$ cat config.mk
export PLATFORM = sky130hd
export DESIGN_NAME = note_highway
export DESIGN_NICKNAME = d
export VERILOG_FILES = /design/src/rtl/drums_pkg.sv /design/src/rtl/highway_row_fifo.sv /design/src/rtl/note_highway.sv
export SDC_FILE = /design/constraint.sdc
export NUM_CORES = 1
export LEC_CHECK = 0
export CAP_MARGIN = 10
export CORE_UTILIZATION = 57
export CTS_CLUSTER_SIZE = 28
export DETAILED_ROUTE_END_ITERATION = 12
export PLACE_DENSITY = 0.85
export SYNTH_ARGS = -nofsm -noshare
export SYNTH_HDL_FRONTEND = slang
export SYNTH_SLANG_ARGS = --single-unit
$ cat constraint.sdc
create_clock -name clk -period 5 [get_ports clk]
set_input_delay 0.75 -clock clk [delete_from_list [all_inputs] [get_ports clk]]
set_output_delay 0.75 -clock clk [all_outputs]
set_load 0.01 [all_outputs]
$ cat src/rtl/drums_pkg.sv
// Shared constants, colour table and helpers for the Drums Hero note highway.
package drums_pkg;

    localparam int unsigned N_LANES_D = 5;
    localparam int unsigned N_ROWS_D  = 8;
    localparam int unsigned Y_W_D     = 10;
    localparam int unsigned SPEED_D   = 1;
    localparam int unsigned X0_D      = 80;
    localparam int unsigned PITCH_D   = 96;
    localparam int unsigned LANE_W_D  = 64;
    localparam int unsigned END_Y_D   = 480;
    localparam int unsigned HIT_LO_D  = 400;
    localparam int unsigned HIT_HI_D  = 440;

    localparam logic [7:0] FONDO = 8'd255;

    typedef enum logic [1:0] {
        JUDGE_IDLE,
        JUDGE_EMPTY,
        JUDGE_OUTSIDE,
        JUDGE_WINDOW
    } judge_e;

    function automatic logic [7:0] lane_color(input int unsigned lane);
        case (lane % 5)
            0:       lane_color = 8'd224;
            1:       lane_color = 8'd28;
            2:       lane_color = 8'd252;
            3:       lane_color = 8'd3;
            default: lane_color = 8'd248;
        endcase
    endfunction

    function automatic int unsigned clog2(input int unsigned value);
        int unsigned result;
        result = 0;
        while ((32'd1 << result) < value) result++;
        return result;
    endfunction

endpackage

$ cat src/rtl/highway_row_fifo.sv
// Ring buffer of falling note rows {y, mask}; every slot is exposed for the render scan.
module highway_row_fifo
    import drums_pkg::*;
#(
    parameter int unsigned N_LANES = N_LANES_D,
    parameter int unsigned N_ROWS  = N_ROWS_D,
    parameter int unsigned Y_W     = Y_W_D,
    parameter int unsigned SPEED   = SPEED_D,
    parameter int unsigned PTR_W   = clog2(N_ROWS)
) (
    input  logic                             clk,
    input  logic                             reset,
    input  logic                             i_flush,
    input  logic                             i_push,
    input  logic [N_LANES-1:0]               i_push_mask,
    input  logic                             i_pop,
    input  logic                             i_advance,
    input  logic [N_LANES-1:0]               i_clr_bits,
    output logic [PTR_W:0]                   o_count,
    output logic                             o_empty,
    output logic [Y_W-1:0]                   o_head_y,
    output logic [N_LANES-1:0]               o_head_mask,
    output logic [N_ROWS-1:0][Y_W-1:0]       o_ys,
    output logic [N_ROWS-1:0][N_LANES-1:0]   o_masks,
    output logic [N_ROWS-1:0]                o_valid
);

    logic [PTR_W-1:0]                 r_head;
    logic [PTR_W-1:0]                 r_tail;
    logic [PTR_W:0]                   r_count;
    logic [N_ROWS-1:0][Y_W-1:0]       r_ys;
    logic [N_ROWS-1:0][N_LANES-1:0]   r_masks;
    logic [N_ROWS-1:0]                w_valid;

    // A slot is occupied when its distance from the head is below the count.
    always_comb begin
        w_valid = '0;
        for (int unsigned i = 0; i < N_ROWS; i++) begin
            w_valid[i] = ({1'b0, PTR_W'(i) - r_head} < r_count);
        end
    end

    always_ff @(posedge clk or posedge reset) begin
        if (reset) begin
            r_head  <= '0;
            r_tail  <= '0;
            r_count <= '0;
            r_ys    <= '0;
            r_masks <= '0;
        end else if (i_flush) begin
            r_head  <= '0;
            r_tail  <= '0;
            r_count <= '0;
            r_ys    <= '0;
            r_masks <= '0;
        end else begin
            if (i_advance) begin
                for (int unsigned i = 0; i < N_ROWS; i++) begin
                    if (w_valid[i]) r_ys[i] <= r_ys[i] + Y_W'(SPEED);
                end
            end
            if (r_count != '0) begin
                r_masks[r_head] <= r_masks[r_head] & ~i_clr_bits;
            end
            // Push never lands on the head slot: the parent only pushes when not full.
            if (i_push) begin
                r_ys[r_tail]    <= '0;
                r_masks[r_tail] <= i_push_mask;
                r_tail          <= r_tail + 1'b1;
            end
            if (i_pop) begin
                r_head <= r_head + 1'b1;
            end
            case ({i_push, i_pop})
                2'b10:   r_count <= r_count + 1'b1;
                2'b01:   r_count <= r_count - 1'b1;
                default: r_count <= r_count;
            endcase
        end
    end

    assign o_count     = r_count;
    assign o_empty     = (r_count == '0);
    assign o_head_y    = r_ys[r_head];
    assign o_head_mask = r_masks[r_head];
    assign o_ys        = r_ys;
    assign o_masks     = r_masks;
    assign o_valid     = w_valid;

endmodule

$ cat src/rtl/note_highway.sv
// Drums Hero note highway: row buffer, hit judge, retire/miss and per-pixel cube renderer.
module note_highway
    import drums_pkg::*;
#(
    parameter int unsigned N_LANES = N_LANES_D,
    parameter int unsigned N_ROWS  = N_ROWS_D,
    parameter int unsigned Y_W     = Y_W_D,
    parameter int unsigned SPEED   = SPEED_D,
    parameter int unsigned X0      = X0_D,
    parameter int unsigned PITCH   = PITCH_D,
    parameter int unsigned LANE_W  = LANE_W_D,
    parameter int unsigned END_Y   = END_Y_D,
    parameter int unsigned HIT_LO  = HIT_LO_D,
    parameter int unsigned HIT_HI  = HIT_HI_D
) (
    input  logic               clk,
    input  logic               reset,
    input  logic               enable,
    input  logic               frame_tick,
    input  logic               row_valid,
    input  logic [N_LANES-1:0] row_mask,
    output logic               row_ready,
    input  logic               hit_strobe,
    input  logic [N_LANES-1:0] hit_lanes,
    output logic [N_LANES-1:0] hit_ok,
    output logic [N_LANES-1:0] hit_bad,
    output logic [N_LANES-1:0] miss,
    input  logic               video_on,
    input  logic [Y_W-1:0]     presentX,
    input  logic [Y_W-1:0]     presentY,
    output logic [7:0]         pixel,
    output logic               pintar
);

    localparam int unsigned PTR_W = clog2(N_ROWS);

    logic [PTR_W:0]                 w_count;
    logic                           w_empty;
    logic [Y_W-1:0]                 w_head_y;
    logic [N_LANES-1:0]             w_head_mask;
    logic [N_ROWS-1:0][Y_W-1:0]     w_ys;
    logic [N_ROWS-1:0][N_LANES-1:0] w_masks;
    logic [N_ROWS-1:0]              w_valid;

    logic                           w_push;
    logic                           w_pop;
    logic [Y_W:0]                   w_tick_head_y;
    logic                           w_in_window;
    judge_e                         w_judge;
    logic [N_LANES-1:0]             w_hit_ok;
    logic [N_LANES-1:0]             w_hit_bad;
    logic [N_LANES-1:0]             w_miss;
    logic                           w_lit;
    logic [7:0]                     w_color;

    logic [N_LANES-1:0]             r_hit_ok;
    logic [N_LANES-1:0]             r_hit_bad;
    logic [N_LANES-1:0]             r_miss;
    logic [7:0]                     r_pixel;
    logic                           r_pintar;

    highway_row_fifo #(
        .N_LANES (N_LANES),
        .N_ROWS  (N_ROWS),
        .Y_W     (Y_W),
        .SPEED   (SPEED),
        .PTR_W   (PTR_W)
    ) u_fifo (
        .clk         (clk),
        .reset       (reset),
        .i_flush     (enable),
        .i_push      (w_push),
        .i_push_mask (row_mask),
        .i_pop       (w_pop),
        .i_advance   (frame_tick),
        .i_clr_bits  (w_hit_ok),
        .o_count     (w_count),
        .o_empty     (w_empty),
        .o_head_y    (w_head_y),
        .o_head_mask (w_head_mask),
        .o_ys        (w_ys),
        .o_masks     (w_masks),
        .o_valid     (w_valid)
    );

    assign row_ready = (w_count < (PTR_W+1)'(N_ROWS));
    assign w_push    = row_valid && row_ready;

    assign w_tick_head_y = {1'b0, w_head_y} + (Y_W+1)'(SPEED);
    assign w_pop         = frame_tick && !w_empty && (w_tick_head_y >= (Y_W+1)'(END_Y));
    assign w_in_window   = (w_head_y >= Y_W'(HIT_LO)) && (w_head_y <= Y_W'(HIT_HI));

    always_comb begin
        if (!hit_strobe)      w_judge = JUDGE_IDLE;
        else if (w_empty)     w_judge = JUDGE_EMPTY;
        else if (w_in_window) w_judge = JUDGE_WINDOW;
        else                  w_judge = JUDGE_OUTSIDE;
    end

    always_comb begin
        w_hit_ok  = '0;
        w_hit_bad = '0;
        case (w_judge)
            JUDGE_IDLE: ;
            JUDGE_WINDOW: begin
                w_hit_ok  = hit_lanes & w_head_mask;
                w_hit_bad = hit_lanes & ~w_head_mask;
            end
            default: w_hit_bad = hit_lanes;
        endcase
    end

    // Hits on the retiring row clear first, so only unstruck lanes count as missed.
    assign w_miss = w_pop ? (w_head_mask & ~w_hit_ok) : '0;

    // Lanes never overlap and a lane has one colour, so row precedence cannot change the pixel.
    always_comb begin : render_scan
        logic [Y_W+1:0] v_x;
        logic [Y_W+1:0] v_y;
        logic [Y_W+1:0] v_lo;
        logic [Y_W+1:0] v_row;
        logic [Y_W+1:0] v_h;
        w_lit   = 1'b0;
        w_color = FONDO;
        v_x     = {2'b00, presentX};
        v_y     = {2'b00, presentY};
        v_lo    = '0;
        v_row   = '0;
        v_h     = '0;
        for (int unsigned l = 0; l < N_LANES; l++) begin
            v_lo = (Y_W+2)'(X0 + l * PITCH);
            if (v_x > v_lo && v_x <= v_lo + (Y_W+2)'(LANE_W)) begin
                for (int unsigned r = 0; r < N_ROWS; r++) begin
                    v_row = {2'b00, w_ys[r]};
                    v_h   = v_row >> 3;
                    if (v_h > (Y_W+2)'(LANE_W)) v_h = (Y_W+2)'(LANE_W);
                    if (w_valid[r] && w_masks[r][l] && v_y > v_row && v_y <= v_row + v_h) begin
                        w_lit   = 1'b1;
                        w_color = lane_color(l);
                    end
                end
            end
        end
    end

    always_ff @(posedge clk or posedge reset) begin
        if (reset) begin
            r_hit_ok  <= '0;
            r_hit_bad <= '0;
            r_miss    <= '0;
            r_pixel   <= FONDO;
            r_pintar  <= 1'b0;
        end else if (enable) begin
            r_hit_ok  <= '0;
            r_hit_bad <= '0;
            r_miss    <= '0;
            r_pixel   <= FONDO;
            r_pintar  <= 1'b0;
        end else begin
            r_hit_ok  <= w_hit_ok;
            r_hit_bad <= w_hit_bad;
            r_miss    <= w_miss;
            r_pixel   <= (video_on && w_lit) ? w_color : FONDO;
            r_pintar  <= video_on && w_lit;
        end
    end

    assign hit_ok  = r_hit_ok;
    assign hit_bad = r_hit_bad;
    assign miss    = r_miss;
    assign pixel   = r_pixel;
    assign pintar  = r_pintar;

endmodule

==> metrics.md, run 1 <==
| Metric | Value |
|---|---|
| Residual DRC count | 0 |
| P_leak | 7.28 nW |
| Least-Margin Pin Slew | 1.14 ns |
| Max-cap violations | 0 |
| Crit path cell chain | inv_1, nor2_1, ha_1, a21o_1, a21oi_1, o21bai_1, a21oi_1, o21bai_1, a21oi_1, xnor2_1, ha_1, and3_1, a211o_1, o221ai_1, a221o_1, o2111ai_1, o2111a_1, a311o_2, nand3_1, nand2_1 |
| Post-DP HPWL | 34.4 mm |
| DP Worst Slack | 0.374 ns |
| Fin area | 17000 sq um |
| CTS Root Buffer Type | clkbuf_16 |
| Largest area contributor in the netlist | dfrtp_1 |
| Met2 usage | 51.6% |
| Share of the synthesized area in the top cell type | 23.7% |
| Via density | 6.54 |
| Worst setup margin | 0.342 ns |
| Pre-Repair DR Iteration Count | 5 |
| Grt ovf | 0 |
| Layout area overhead | 10.3% |
| Largest net degree at the start of global routing | 92 |
| Switching share of power | 30.7% |
| Cell Area, Synth | 15400 sq um |
| Final setup fails | 0 |
| Register area | 3760 sq um |
| Multi-input gate area in the final layout | 10800 sq um |
| Clock skew | 0.0163 ns |
| Clk pwr share | 43.6% |
| Post-CTS setup buffer count | 0 |
| CP startpoint | u_fifo.o_ys[4] |
| Fmax | 215 MHz |
| Critical Path Max Stage Delay | 0.43 ns |
| First-pass GRT wire length | 72.8 mm |
| Number of global-route vias before repair | 13.9k |
| Slew Limit Fails | 0 |
| Non-Filler Instances | 2173 |
| Pint | 0.00220 W |
| Initial DRC count | 1341 |
| CTS tree | yes |
| CP max-delay cell | dfrtp_1 |
| CP Data Required Time | 5.36 ns |
| Initial Util | 58.6% |
| Placed Instances | 2140 |
| Final TNS setup | 0 ns |
| Dominant cells by area after synthesis | dfrtp_1, ha_1, xnor2_1, nor2_1, a21oi_1 |
| Number of port buffers | 61 |
| Antenna violations before repair | 0 |
| #FFs+latches synth | 150 |
| Main synth FF type | dfrtp_1 |
| Count leader, synth | nor2_1 |
| Number of diodes | 0 |
| Worst hold start | u_fifo.o_ys[47] |
| Post-synth EDFFs | 0 |
| Critical Path AT | 5.02 ns |
| RSZ-0062 raised after global routing | no |
| Clk slew on worst S/H paths | 0.07 ns |
| Final wirelength | 45.7 mm |
| Core area | 26300 sq um |
| Routed Antenna Nets | 0 |
| Sequential-to-total area share from yosys stat | 24.4% |
| H-tree depth | 4 |
| P per Cell Area | 186 nW/um^2 |
| Post-DP Area | 16400 sq um |
| CTS Buf Count | 17 |
| Startpoint Class | flop |
| Post-synthesis async set-or-reset flop share | 100% |
| Crit path kind | reg -> reg |
| Reg-to-reg slack, setup | 0.34 ns |
| M3 GR Usage | 5.75% |
| Via count | 14.2k |
| Worst-skew pair later-pin latency | 0.45 ns |
| FF-to-FF Start | u_fifo.o_ys[4] |
| Die Wd | 166 um |
| Final RePlAce weighted congestion | 0.989 |
| Row count | 59 |
| Cells after Synth | 1778 |
| Final Hold Viols | 0 |
| Library cells used by synthesis | 79 |
| Combinational Power Share | 16.5% |
| Outcome | finished clean |
| Period minus WS final | 4.66 ns |
| Ports | 62 |
| Clk buf depth | 2 |
| Critical Path End Type | flop |
| WL/cell | 21.0 um |
| Final #Nets | 2124 |
| Yosys warns | 0 |
| Gr usage total | 33.1% |
| Worst slew margin | 23.7% |
| HP Class | reg -> reg |
| Commonest cells post-synth | nor2_1, ha_1, dfrtp_1, inv_1, a21oi_1 |
| GR met1 Demand/Resource | 43.4% |
| Filler cells | 2099 |
| Mean cell area of the mapped netlist | 8.67 sq um |
| Clk sink count | 150 |
| Die Y | 166 um |
| Die area | 27700 sq um |
| Layout cell share with drive strength beyond 1 | 6.47% |
| Crit path max fanout | 5 |
| Post-layout util | 64.7% |
| IR drop worst, VDD | 0.214 mV |
| Top cell by count, worst path | a21oi_1 |
| Switching pwr | 0.000973 W |
| Power share of the sequential group | 39.9% |
| Post-Syn Nets | 2077 |
| Period utilization | 93.2% |
| GRT Max-Usage Layer | met2 |
[routing by layer]
| metal | vias up | wire [um] |
|---|---|---|
| li1 | 6479 | - |
| met1 | 6752 | 18400 |
| met3 | 183 | 4520 |
| met5 | - | 0 |
| met4 | 0 | 2430 |
| met2 | 788 | 20400 |
[worst max-delay path, delay by kind of cell (launching register included)]
family,cells,cell delay (ns)
compound gates,12,2.78
simple gates,4,0.54
fa+ha+maj,2,0.53
buf+inv,1,0.14
flops,1,0.43
xor+xnor,1,0.15
[state kept, by name, indices dropped and copies added, names as in the netlist]
signal and cells:
hit_bad 5, hit_ok 5, miss 5, pintar 1
pixel 4, u_fifo.o_count 4, u_fifo.o_masks 40, u_fifo.o_ys 80
u_fifo.r_head 3, u_fifo.r_tail 3
[power by group through the flow]
stage,Combinational [W],Sequential (W),Clock (W)
2_1_floorplan,0.000317,0.00128,0
3_3_place_gp,0.000488,0.00128,0
3_5_place_dp,0.000508,0.00129,0
4_1_cts,0.000515,0.00126,0.00137
5_1_grt,0.000572,0.00127,0.00142
6_report,0.000525,0.00127,0.00138
[cell type report]
cell class                      instances  area share, %
Tap cell                              335           2.47
Clock inverter                         15           1.20
Inverter                              141           3.14
Timing Repair Buffer                   94           5.08
Clock buffer                           17           2.50
Multi-Input combinational cell       1421           63.5
Sequential cell                       150           22.1
[final timing paths]
| path | end | cells after the start |
|---|---|---|
| worst max register to register | pixel[2] | 20 |
| worst min register to register | u_fifo.o_ys[47] | 2 |
| worst min-delay path | u_fifo.o_ys[47] | 2 |
| max in group asynchronous | u_fifo.o_ys[63] | 3 |
| min in group asynchronous | hit_bad[1] | 2 |
| worst max-delay path | pixel[2] | 20 |
[timing repair]
action                                  CTS  global route
hold buffers                              0             0
endpoints found under the setup margin    0             5
resized for setup                         0             3
[cells by family after synthesis]
kind of cell / share of synthesized area (%)
compound gates: 16.6
xor+xnor: 7.68
fa+ha+maj: 21.7
buf+inv: 5.59
flops: 24.4
mux: 6.76
simple gates: 17.3
[metrics by stage]
step	hold slack, ns	total power, W
floorplan	0.519	0.00159
global placement	0.570	0.00177
detailed placement	0.577	0.00179
CTS	0.593	0.00315
global route	0.629	0.00326
finish	0.601	0.00317
[placed cells by master (no fill, tap or decap), types with 54 or more instances in the layout]
cell               n
nand2_1           82
nor2_1           260
nand4_1           54
ha_1             253
a21oi_1          126
dfrtp_1          145
clkdlybuf4s50_1   60
xnor2_1          119
inv_1            137
o21ai_0           55
No activity file was read; power rests on OpenSTA's default activity.
==> inputs of run 2 (changes only) <==
CORE_UTILIZATION = 39   (was 57)
PLACE_DENSITY = 0.62   (was 0.85)
clock period = 5.52 ns   (was 5 ns; I/O delays follow)
==> run 2 against run 1 <==
- clock-buffer cell count increased by 1
- worst setup slack better by 0.37 ns
- combinational power shrank 12%
- utilization decreased by 21 points
- non-clock buffer count shrank 6
- wire length rose by 0.18%
- maximum frequency down 3.2%
- largest cell class unchanged
- largest power group unchanged
==> metrics.md, run 2 (synthesized netlist as in run 1, its figures left out) <==
| Metric | Value |
|---|---|
| Outcome | finished clean |
| Clock skew | 0.0168 ns |
| P_leak | 7.23 nW |
| Layout cell share with drive strength beyond 1 | 6.00% |
| Via density | 5.69 |
| Slew Limit Fails | 0 |
| Crit path kind | reg -> reg |
| Most frequent cells in the layout | nor2_1, ha_1, dfrtp_1 |
| Max-cap violations | 0 |
| Combinational Power Share | 16.5% |
| First-pass GRT wire length | 73.4 mm |
| Post-CTS setup buffer count | 0 |
| Critical Path End Type | flop |
| Startpoint Class | flop |
| Pre-Repair DR Iteration Count | 5 |
| CP Data Required Time | 5.88 ns |
| Final Power | 0.00281 W |
| CTS Root Buffer Type | clkbuf_16 |
| IR drop worst, VDD | 0.174 mV |
| Gr usage total | 23.0% |
| Number of global-route vias before repair | 13.0k |
| RSZ-0062 raised after global routing | no |
| Worst slew margin | 25.8% |
| Clk buf depth | 2 |
| Initial Util | 39.7% |
| Post-layout util | 44.1% |
| CTS tree | yes |
| Routed Antenna Nets | 0 |
| Die Y | 201 um |
| # resized after CTS | 0 |
| Final Hold Viols | 0 |
| Max reg flops | 80 |
| Layout area overhead | 11.2% |
| Initial DRC count | 1014 |
| WL/cell | 19.5 um |
| Switching pwr | 0.000867 W |
| Commonest non-fill, non-tap cell in the layout | nor2_1 |
| Core area | 38800 sq um |
| Antenna violations before repair | 0 |
| Final #Nets | 2118 |
| Final wirelength | 45.7 mm |
| Grt ovf | 0 |
| Switching share of power | 30.9% |
| Pint | 0.00194 W |
| Via count | 13.4k |
| Crit path max fanout | 11 |
| Least-Margin Pin Slew | 1.11 ns |
| Largest net degree at the start of global routing | 63 |
| Post-DP HPWL | 35.8 mm |
| Clk pwr share | 42.6% |
| HP Class | reg -> reg |
| P per Cell Area | 164 nW/um^2 |
| Period minus WS final | 4.81 ns |
| Fmax | 208 MHz |
| H-tree depth | 4 |
| Ports | 62 |
| Number of port buffers | 61 |
| Power share of the sequential group | 40.8% |
| CTS Buf Count | 17 |
| Die area | 40300 sq um |
| Worst-skew pair later-pin latency | 0.45 ns |
| Final RePlAce weighted congestion | 0.891 |
| Period utilization | 87.2% |
| Number of diodes | 0 |
| Clk sink count | 150 |
| Final setup fails | 0 |
| Min Hold Slack | 0.590 ns |
| Die Wd | 201 um |
| Row count | 72 |
| Cts hold-fix bufs | 0 |
| Final TNS setup | 0 ns |
| Critical Path AT | 5.17 ns |
| Residual DRC count | 0 |
| Clk slew on worst S/H paths | 0.08 ns |
run 2: worst max-delay path: stages (launching register included):
cell and delay [ns]:
dfrtp_1 0.61, inv_1 0.15, nand2_1 0.14, inv_1 0.06, ha_1 0.29, a21o_1 0.18
a21oi_1 0.21, o21bai_1 0.09, a21oi_1 0.21, o21ai_0 0.10, a21oi_1 0.22, nor2_1 0.08
xnor2_1 0.13, ha_1 0.33, a211oi_1 0.23, o21ai_0 0.11, a221o_1 0.29, a2111oi_2 0.30
buf_4 0.22, a22oi_1 0.10, o211a_2 0.16, a41o_1 0.24, and4_4 0.18, nand2b_1 0.13
run 2: routing by layer:
layer  up-vias  wire length [um]  track usage (%)
li1       6456                 -                -
met1      6474             21400             32.9
met2       395             20700             36.5
met3        53              2570             2.39
met4         0              1060             7.03
met5         -                 0                0
run 2: power by group through the flow:
stage / Clock (W) / Sequential [W] / Combinational, W
after global placement: 0 / 0.00117 / 0.000449
after detailed placement: 0 / 0.00117 / 0.000460
after global routing: 0.00125 / 0.00115 / 0.000518
after floorplan: 0 / 0.00116 / 0.000287
after CTS: 0.00121 / 0.00115 / 0.000464
final: 0.00120 / 0.00115 / 0.000464
run 2: worst paths after layout:
path	from	endpoint	slack, ns	depth (start not counted)
hold reg to reg	u_fifo.o_count[2]	u_fifo.o_count[2]	0.59	2
setup / recovery	u_fifo.o_ys[49]	pixel[1]	0.71	23
setup reg to reg	u_fifo.o_ys[49]	pixel[1]	0.71	23
hold / removal	u_fifo.o_count[2]	u_fifo.o_count[2]	0.59	2
min in group asynchronous	reset	hit_ok[0]	0.82	2
max in group asynchronous	reset	u_fifo.o_ys[74]	3.46	3
run 2: through the flow:
step	instance area (sq um)	cells	worst slack, ns
floorplan	15400	1778	0.662
global placement	16500	2317	0.879
detailed placement	16500	2317	0.789
CTS	17100	2349	0.751
global route	17100	2350	0.298
finish	17100	2350	0.707
run 2: final cells by class:
class / count / area (sq um)
inverters: 141 / 534
well taps: 518 / 648
flip-flops and latches: 150 / 3760
fillers: 3784 / 21700
clock buffers: 18 / 429
repair buffers: 88 / 808
multi-input cells: 1421 / 10800
clock inverters: 14 / 160
==> inputs of run 3 (changes only) <==
CTS_BUF_LIST = sky130_fd_sc_hd__clkbuf_16   (was default)
==> run 3 against run 2 <==
- clock-buffer cell count shrank 1
- design area unchanged
- hold slack is the same
- clock skew about the same
- sequential share of layout area did not move
- wire length barely moved
- die area unchanged
- utilization is the same
- cell count stayed put
- global-route usage stayed put
- critical endpoint unchanged
- highest routed layer unchanged
==> metrics.md, run 3 (synthesized netlist as in run 1, its figures left out) <==
| Metric | Value |
|---|---|
| Outcome | finished clean |
| Max-cap violations | 0 |
| Core area | 38800 sq um |
| CTS Root Buffer Type | clkbuf_16 |
| Clk buf depth | 2 |
| Post-CTS setup buffer count | 0 |
| CP Data Required Time | 5.88 ns |
| Most frequent cells in the layout | nor2_1, ha_1, dfrtp_1 |
| IR drop worst, VDD | 0.174 mV |
| Final Hold Viols | 0 |
| Clk slew on worst S/H paths | 0.08 ns |
| CTS tree | yes |
| CTS Buf Count | 17 |
| Top cell by count, worst path | a21oi_1 |
| Cts hold-fix bufs | 0 |
| Pre-Repair DR Iteration Count | 5 |
| Antenna violations before repair | 0 |
| Largest net degree at the start of global routing | 63 |
| Critical Path Max Stage Delay | 0.61 ns |
| Number of port buffers | 61 |
| Routed Antenna Nets | 0 |
| Via count | 13.4k |
| Fmax | 208 MHz |
| Gr usage total | 23.0% |
| Worst slew margin | 25.8% |
| Switching share of power | 30.9% |
| RSZ-0062 raised after global routing | no |
| Final wirelength | 45.7 mm |
| Die Wd | 201 um |
| P per Cell Area | 164 nW/um^2 |
| Layout cell share with drive strength beyond 1 | 6.00% |
| Grt ovf | 0 |
| Max reg flops | 80 |
| Layout area overhead | 11.2% |
| Crit path max fanout | 11 |
| # resized after CTS | 0 |
| Die Y | 201 um |
| Clk sink count | 150 |
| Crit path cell chain | inv_1, nand2_1, inv_1, ha_1, a21o_1, a21oi_1, o21bai_1, a21oi_1, o21ai_0, a21oi_1, nor2_1, xnor2_1, ha_1, a211oi_1, o21ai_0, a221o_1, a2111oi_2, buf_4, a22oi_1, o211a_2, a41o_1, and4_4, nand2b_1 |
| Startpoint Class | flop |
| Initial Util | 39.7% |
| Pint | 0.00194 W |
| Die area | 40300 sq um |
| Final TNS setup | 0 ns |
| Critical Path End Type | flop |
| Final Power | 0.00280 W |
| Slew Limit Fails | 0 |
| HP Class | reg -> reg |
| Power share of the sequential group | 40.9% |
| Combinational Power Share | 16.6% |
| First-pass GRT wire length | 73.4 mm |
| H-tree depth | 4 |
| Final #Nets | 2118 |
| Ports | 62 |
| Switching pwr | 0.000866 W |
| Critical Path AT | 5.17 ns |
| Worst-skew pair later-pin latency | 0.45 ns |
| Initial DRC count | 1015 |
| Clock skew | 0.0168 ns |
| WL/cell | 19.5 um |
| Clk pwr share | 42.5% |
| Post-DP HPWL | 35.8 mm |
| Number of diodes | 0 |
| Row count | 72 |
| P_leak | 7.23 nW |
| Final setup fails | 0 |
| CP max-delay cell | dfrtp_1 |
| Via density | 5.69 |
| Period minus WS final | 4.81 ns |
| Crit path kind | reg -> reg |
| Commonest non-fill, non-tap cell in the layout | nor2_1 |
| Period utilization | 87.2% |
| Final RePlAce weighted congestion | 0.891 |
| Residual DRC count | 0 |
| Number of global-route vias before repair | 13.0k |
| Least-Margin Pin Slew | 1.11 ns |
## run 3: cell count changes in the layout (fill, tap and decap cells not counted), sizes merged
cell    delta
inv        +1
clkbuf     -1
## run 3: area by class of cell
cell class	count	area (sq um)
clock buffers	17	425
well taps	518	648
clock inverters	15	164
multi-input cells	1421	10800
fillers	3784	21700
repair buffers	88	808
flip-flops and latches	150	3760
inverters	141	534
## run 3: worst paths after layout
kind / endpoint / depth (start not counted) / startpoint / slack (ns)
worst max-delay path: pixel[1] / 23 / u_fifo.o_ys[49] / 0.71
max in group asynchronous: u_fifo.o_ys[74] / 3 / reset / 3.46
min in group asynchronous: hit_ok[0] / 2 / reset / 0.82
worst min-delay path: u_fifo.o_count[2] / 2 / u_fifo.o_count[2] / 0.59
worst min register to register: u_fifo.o_count[2] / 2 / u_fifo.o_count[2] / 0.59
worst max register to register: pixel[1] / 23 / u_fifo.o_ys[49] / 0.71
## run 3: per-layer routing
metal	track usage (%)	routed length [um]	vias to the layer above
met5	0	0	-
met4	7.03	1060	0
met3	2.39	2540	53
met2	36.5	20700	394
met1	32.9	21500	6473
li1	-	-	6454
## run 3: power by group through the flow
stage	clock, W	combinational (W)	sequential, W
global placement	0	0.000449	0.00117
finish	0.00119	0.000464	0.00115
global route	0.00125	0.000518	0.00115
floorplan	0	0.000287	0.00116
detailed placement	0	0.000460	0.00117
CTS	0.00121	0.000464	0.00115
## run 3: critical path, delay by kind of cell, from the launching register on
family                     cells  cell delay [ns]
AOI/OAI and AO/OA             13             2.44
xor gates and xnor gates       1             0.13
adders and majority gates      2             0.62
buffers and inverters          3             0.43
DFF                            1             0.61
and+or+nand+nor                4             0.53
## run 3: stage by stage
stage | util [%] | hold WS, ns | area (sq um) | setup slack, ns | cells
after global routing | 44.1 | 0.626 | 17100 | 0.298 | 2350
after global placement | 42.6 | 0.550 | 16500 | 0.879 | 2317
final | 44.1 | 0.590 | 17100 | 0.706 | 2350
after CTS | 44.1 | 0.586 | 17100 | 0.751 | 2349
after detailed placement | 42.6 | 0.568 | 16500 | 0.789 | 2317
after floorplan | - | 0.519 | 15400 | 0.662 | 1778
==> variant 1, RTL diff (config.mk and constraints of run 3) <==
The package constant `Y_W_D` goes from 10 to 8.
--- a/src/rtl/drums_pkg.sv
+++ b/src/rtl/drums_pkg.sv
@@ -4,5 +4,5 @@
     localparam int unsigned N_LANES_D = 5;
     localparam int unsigned N_ROWS_D  = 8;
-    localparam int unsigned Y_W_D     = 10;
+    localparam int unsigned Y_W_D     = 8;
     localparam int unsigned SPEED_D   = 1;
     localparam int unsigned X0_D      = 80;
Interface: changed (resized presentX and presentY); port bits go from 62 to 58. No check against the original RTL was run, so the function may have changed too.
==> variant 1 against run 3 <==
  * Synthesized area fell by 20%
  * Combinational power rose by 28%
  * Design area decreased by 19%
  * The run now ends with design-rule violations left
  * Clock skew is essentially flat
  * Sequential cell count down 17
  * Worst setup slack gained 1000 ps
  * Routed wire length down 27%
  * Power fell by 0.85%
==> variant 1: results (changes against run 3) <==
Clock Latency Late Sink: 440 ps
Syn. warnings: 0 (unchanged)
Starting DRT DRC Count: 751 (-26%)
Metal-1 WL: 15500 um (-28%)
Ys async rst share: 100% (unchanged)
Synth unique cells: 80 (+1.3%)
Placed Instance Area: 13200 sq um (-20%)
Residual DRC: 7 (+7)
Largest net degree at the start of global routing: 97 (+54%)
First-pass GRT wire length: 54600 um (-26%)
Synth area leaders: dfrtp_1, ha_1, xnor2_1
Mapped Avg Cell Area: 9.17 sq um (+5.8%)
Critical path fanouts, max: 8 (-3)
Number of global-route vias before repair: 10.2k (-22%)
Top layer in use: met4
Vias: 10.1k (-24%)
Max reg flops: 64 (-20%)
Met3 Routed Length: 1420 um (-44%)
Static leakage: 0.00598 uW (-17%)
Cts repair resizes: 0 (unchanged)
Synth cell count leaders: ha_1, nor2_1, dfrtp_1
Synthesis-stage register bit count: 133 (-11%)
Share of layout cells above drive strength 1: 6.51% (+0.51 points)
Hold Crit Class: reg2reg
Reg clk slew, reported paths: 70 ps
Num CTS Buffers: 17 (unchanged)
Max Buffers Root-to-Sink: 2 (unchanged)
Outcome: complete, but fails checks
Placer congestion estimate: 0.897 (+0.67%)
Post-CTS setup buffer count: 0 (unchanged)
Via/cell ratio: 5.65 (-0.72%)
Antenna violations before repair: 0 (unchanged)
Routed length per instance: 18.6 um (-4.4%)
Seq/Total Area, Yosys: 27.0% (+2.6 points)
Pre-CTS setup slack: 1370 ps (+582 ps)
Antenna diodes: 0 (unchanged)
P_sw: 939 uW (+8.5%)
Worst vdd ir: 0.228 mV (+31%)
Clock root buffer: clkbuf_16
WP data arrival: 4140 ps (-1030 ps)
H-tree depth: 4 (unchanged)
Cells after DPL: 1761 (-24%)
Worst Skew: 16.6 ps (-0.205 ps)
Nets: 1626 (-23%)
Worst reg-to-reg setup slack: 1750 ps (+1040 ps)
Dpl hpwl: 24700 um (-31%)
# fillers: 2938 (-22%)
First-pass DRT Iterations: 9 (+4)
Failing checks: design-rule violations
Global Route Usage Sum: 21.2% (-1.8 points)
Met2 WL: 15800 um (-23%)
Main synth FF type: dfrtp_1
I/O Buffers: 57 (-6.6%)
Slew HR: 25.7% (-0.056 points)
[variant 1: cell types whose count changed after synthesis, sizes merged, moves of 13 or more]
cell	run 3	this run
nand2	82	69
nand3	53	31
a21oi	127	113
dfrtp	146	130
xnor2	119	92
nand4	54	38
inv	138	97
clkbuf	49	22
o21ai	57	42
ha	253	200
nor2	261	159
[variant 1: final timing paths]
check,startpoint,end,cells after the start
worst max-delay path,u_fifo.o_ys[36],pixel[1],15
worst min-delay path,u_fifo.o_count[1],u_fifo.o_count[1],2
worst max register to register,u_fifo.o_ys[36],pixel[1],15
worst min register to register,u_fifo.o_count[1],u_fifo.o_count[1],2
max in group asynchronous,reset,u_fifo.o_ys[29],3
min in group asynchronous,reset,miss[0],2
[variant 1: through the flow]
stage	hold WS (ps)	utilization [%]
after floorplan	571	-
after global placement	599	42.8
after detailed placement	603	42.8
after CTS	615	44.6
after global routing	657	44.6
final	612	44.6
[variant 1: logic make-up (layout without fill, tap and decap cells)]
| kind of cell | after synthesis | after routing | synth area share (%) |
|---|---|---|---|
| other | 2 | 8 | 0.0608 |
| adder cells (fa/ha/maj) | 209 | 209 | 21.7 |
| AND/OR/NAND/NOR | 391 | 391 | 15.7 |
| flip-flops | 133 | 133 | 27.0 |
| buffers and inverters | 146 | 191 | 5.04 |
| AO/OA/AOI/OAI | 305 | 305 | 16.6 |
| multiplexers | 62 | 62 | 6.93 |
| XOR/XNOR | 98 | 98 | 6.95 |
[variant 1: layout make-up]
cell class | count | area share [%]
Tap cell | 396 | 3.59
Multi-Input combinational cell | 1073 | 61.1
Clock inverter | 15 | 1.02
Timing Repair Buffer | 62 | 4.37
Inverter | 97 | 2.68
Clock buffer | 17 | 3.08
Sequential cell | 133 | 24.2
[variant 1: metal layers]
| metal | global-route usage, % | up-vias |
|---|---|---|
| li1 | - | 4949 |
| met4 | 5.83 | 0 |
| met5 | 0 | - |
| met2 | 36.0 | 221 |
| met1 | 28.1 | 4926 |
| met3 | 3.04 | 35 |
[variant 1: critical path: stages (launching register included)]
cell	delay [ps]
dfrtp_1	600
ha_1	320
a21o_1	160
a21oi_1	220
o21bai_1	90
a21oi_1	240
xnor2_1	160
ha_1	280
and4_1	230
o21ai_0	80
a21oi_1	90
o211ai_1	170
nor3b_1	460
a221oi_1	180
a31o_2	290
and2_1	130
[variant 1: power by group through the flow]
stage          clock network [uW]  logic, uW  registers, uW
2_1_floorplan                   0        402           1060
3_3_place_gp                    0        578           1080
3_5_place_dp                    0        591           1080
4_1_cts                      1150        595           1060
5_1_grt                      1190        667           1070
6_report                     1120        595           1060
==> variant 2, RTL diff (settings of run 3) <==
Without the edit above. Make the reset (`reset`) synchronous in 2 clocked blocks.
--- a/src/rtl/highway_row_fifo.sv
+++ b/src/rtl/highway_row_fifo.sv
@@ -41,5 +41,5 @@
     end
 
-    always_ff @(posedge clk or posedge reset) begin
+    always_ff @(posedge clk) begin
         if (reset) begin
             r_head  <= '0;
--- a/src/rtl/note_highway.sv
+++ b/src/rtl/note_highway.sv
@@ -144,5 +144,5 @@
     end
 
-    always_ff @(posedge clk or posedge reset) begin
+    always_ff @(posedge clk) begin
         if (reset) begin
             r_hit_ok  <= '0;
Check against the original RTL: differs if reset is asserted again (counterexample within 4 cycles, from zero or initial values and one cycle with reset high); with reset held inactive, the same outputs for 4 cycles.
==> variant 2 against run 3 <==
  * Count of clock-buffer cells in the layout is the same
  * Global-route usage grew 0.72 points
  * Design area shrank 4.9%
  * Routed wire length shrank 1.8%
  * Worst setup slack lost 150 ps
  * Synthesized area shrank 5.2%
  * Power shrank 9.7%
  * Sequential cell count is the same
  * Maximum frequency shrank 2.9%
  * Critical path type unchanged
  * Largest cell class unchanged
  * Highest routed layer unchanged
==> variant 2: results (changes against run 3) <==
Ys async rst share: 0% (-100 points)
Xor/xnor share of the synthesized area: 7.85% (+0.17 points)
WP data arrival: 5260 ps (+90 ps)
Cells after DPL: 2286 (-1.3%)
Signal buf overhead: 5.04% (+0.32 points)
Dpl hpwl: 35100 um (-2.1%)
Static leakage: 0.00627 uW (-13%)
Slowest cell on crit path: dfxtp_1
Area fraction in compound gates after synthesis: 18.6% (+2.0 points)
Seq/Total Area, Yosys: 20.5% (-3.8 points)
Multi-input gates: 1445 (+1.7%)
Placer congestion estimate: 0.901 (+1.2%)
Fraction of area in multi-input gates: 66.6% (+3.6 points)
Reg clk slew, reported paths: 60 ps (-20 ps)
Seq_cells: 150 (unchanged)
Worst Skew: 9.62 ps (-7.21 ps)
Outcome: finished, final reports clean
Largest net degree at the start of global routing: 51 (-19%)
Reg-to-Reg End: pixel[6]
M3 GR Usage: 3.58% (+1.2 points)
Routed length per instance: 19.4 um (-0.44%)
Mapped Avg Cell Area: 8.19 sq um (-5.5%)
Synth cell count leaders: nor2_1, ha_1, dfxtp_1
Post-Syn Instances: 1785 (+0.39%)
Post-synthesis mux area share: 6.63% (-0.14 points)
GRT met2 Usage: 39.3% (+2.8 points)
M1 GR Usage: 31.2% (-1.7 points)
Met3 Routed Length: 2580 um (+1.5%)
Final wirelength: 44900 um (-1.8%)
Share of layout cells above drive strength 1: 5.46% (-0.54 points)
Clk tree area frac: 3.29% (-0.15 points)
WHS Endpoint: u_fifo.o_count[1]
Switching share of power: 27.8% (-3.0 points)
Synth area leaders: ha_1, dfxtp_1, xnor2_1
First-pass GRT wire length: 70900 um (-3.4%)
Vias: 13.3k (-0.33%)
First-pass DRT Iterations: 10 (+5)
Min-Delay Startpoint: u_fifo.o_count[1]
## variant 2: cell count changes in the layout (fill, tap and decap cells not counted), sizes merged, moves of 9 or more
cell / change
nand3: -16
o21ai: +13
dfxtp: +150
inv: -10
nor3b: -9
dfrtp: -146
nand2: +31
## variant 2: power groups by stage
stage | Sequential [uW] | Clock (uW) | Combinational [uW]
2_1_floorplan | 1120 | 0 | 176
3_3_place_gp | 1120 | 0 | 308
3_5_place_dp | 1120 | 0 | 315
4_1_cts | 1090 | 1130 | 318
5_1_grt | 1090 | 1180 | 355
6_report | 1090 | 1120 | 322
## variant 2: worst max path at each step
stage	to	slack (ps)	depth (start not counted)
3_5_place_dp	pixel[6]	700	21
5_1_grt	pixel[4]	230	22
4_1_cts	pixel[6]	650	21
2_1_floorplan	pixel[1]	1370	24
3_3_place_gp	pixel[4]	800	22
6_report	pixel[6]	560	21
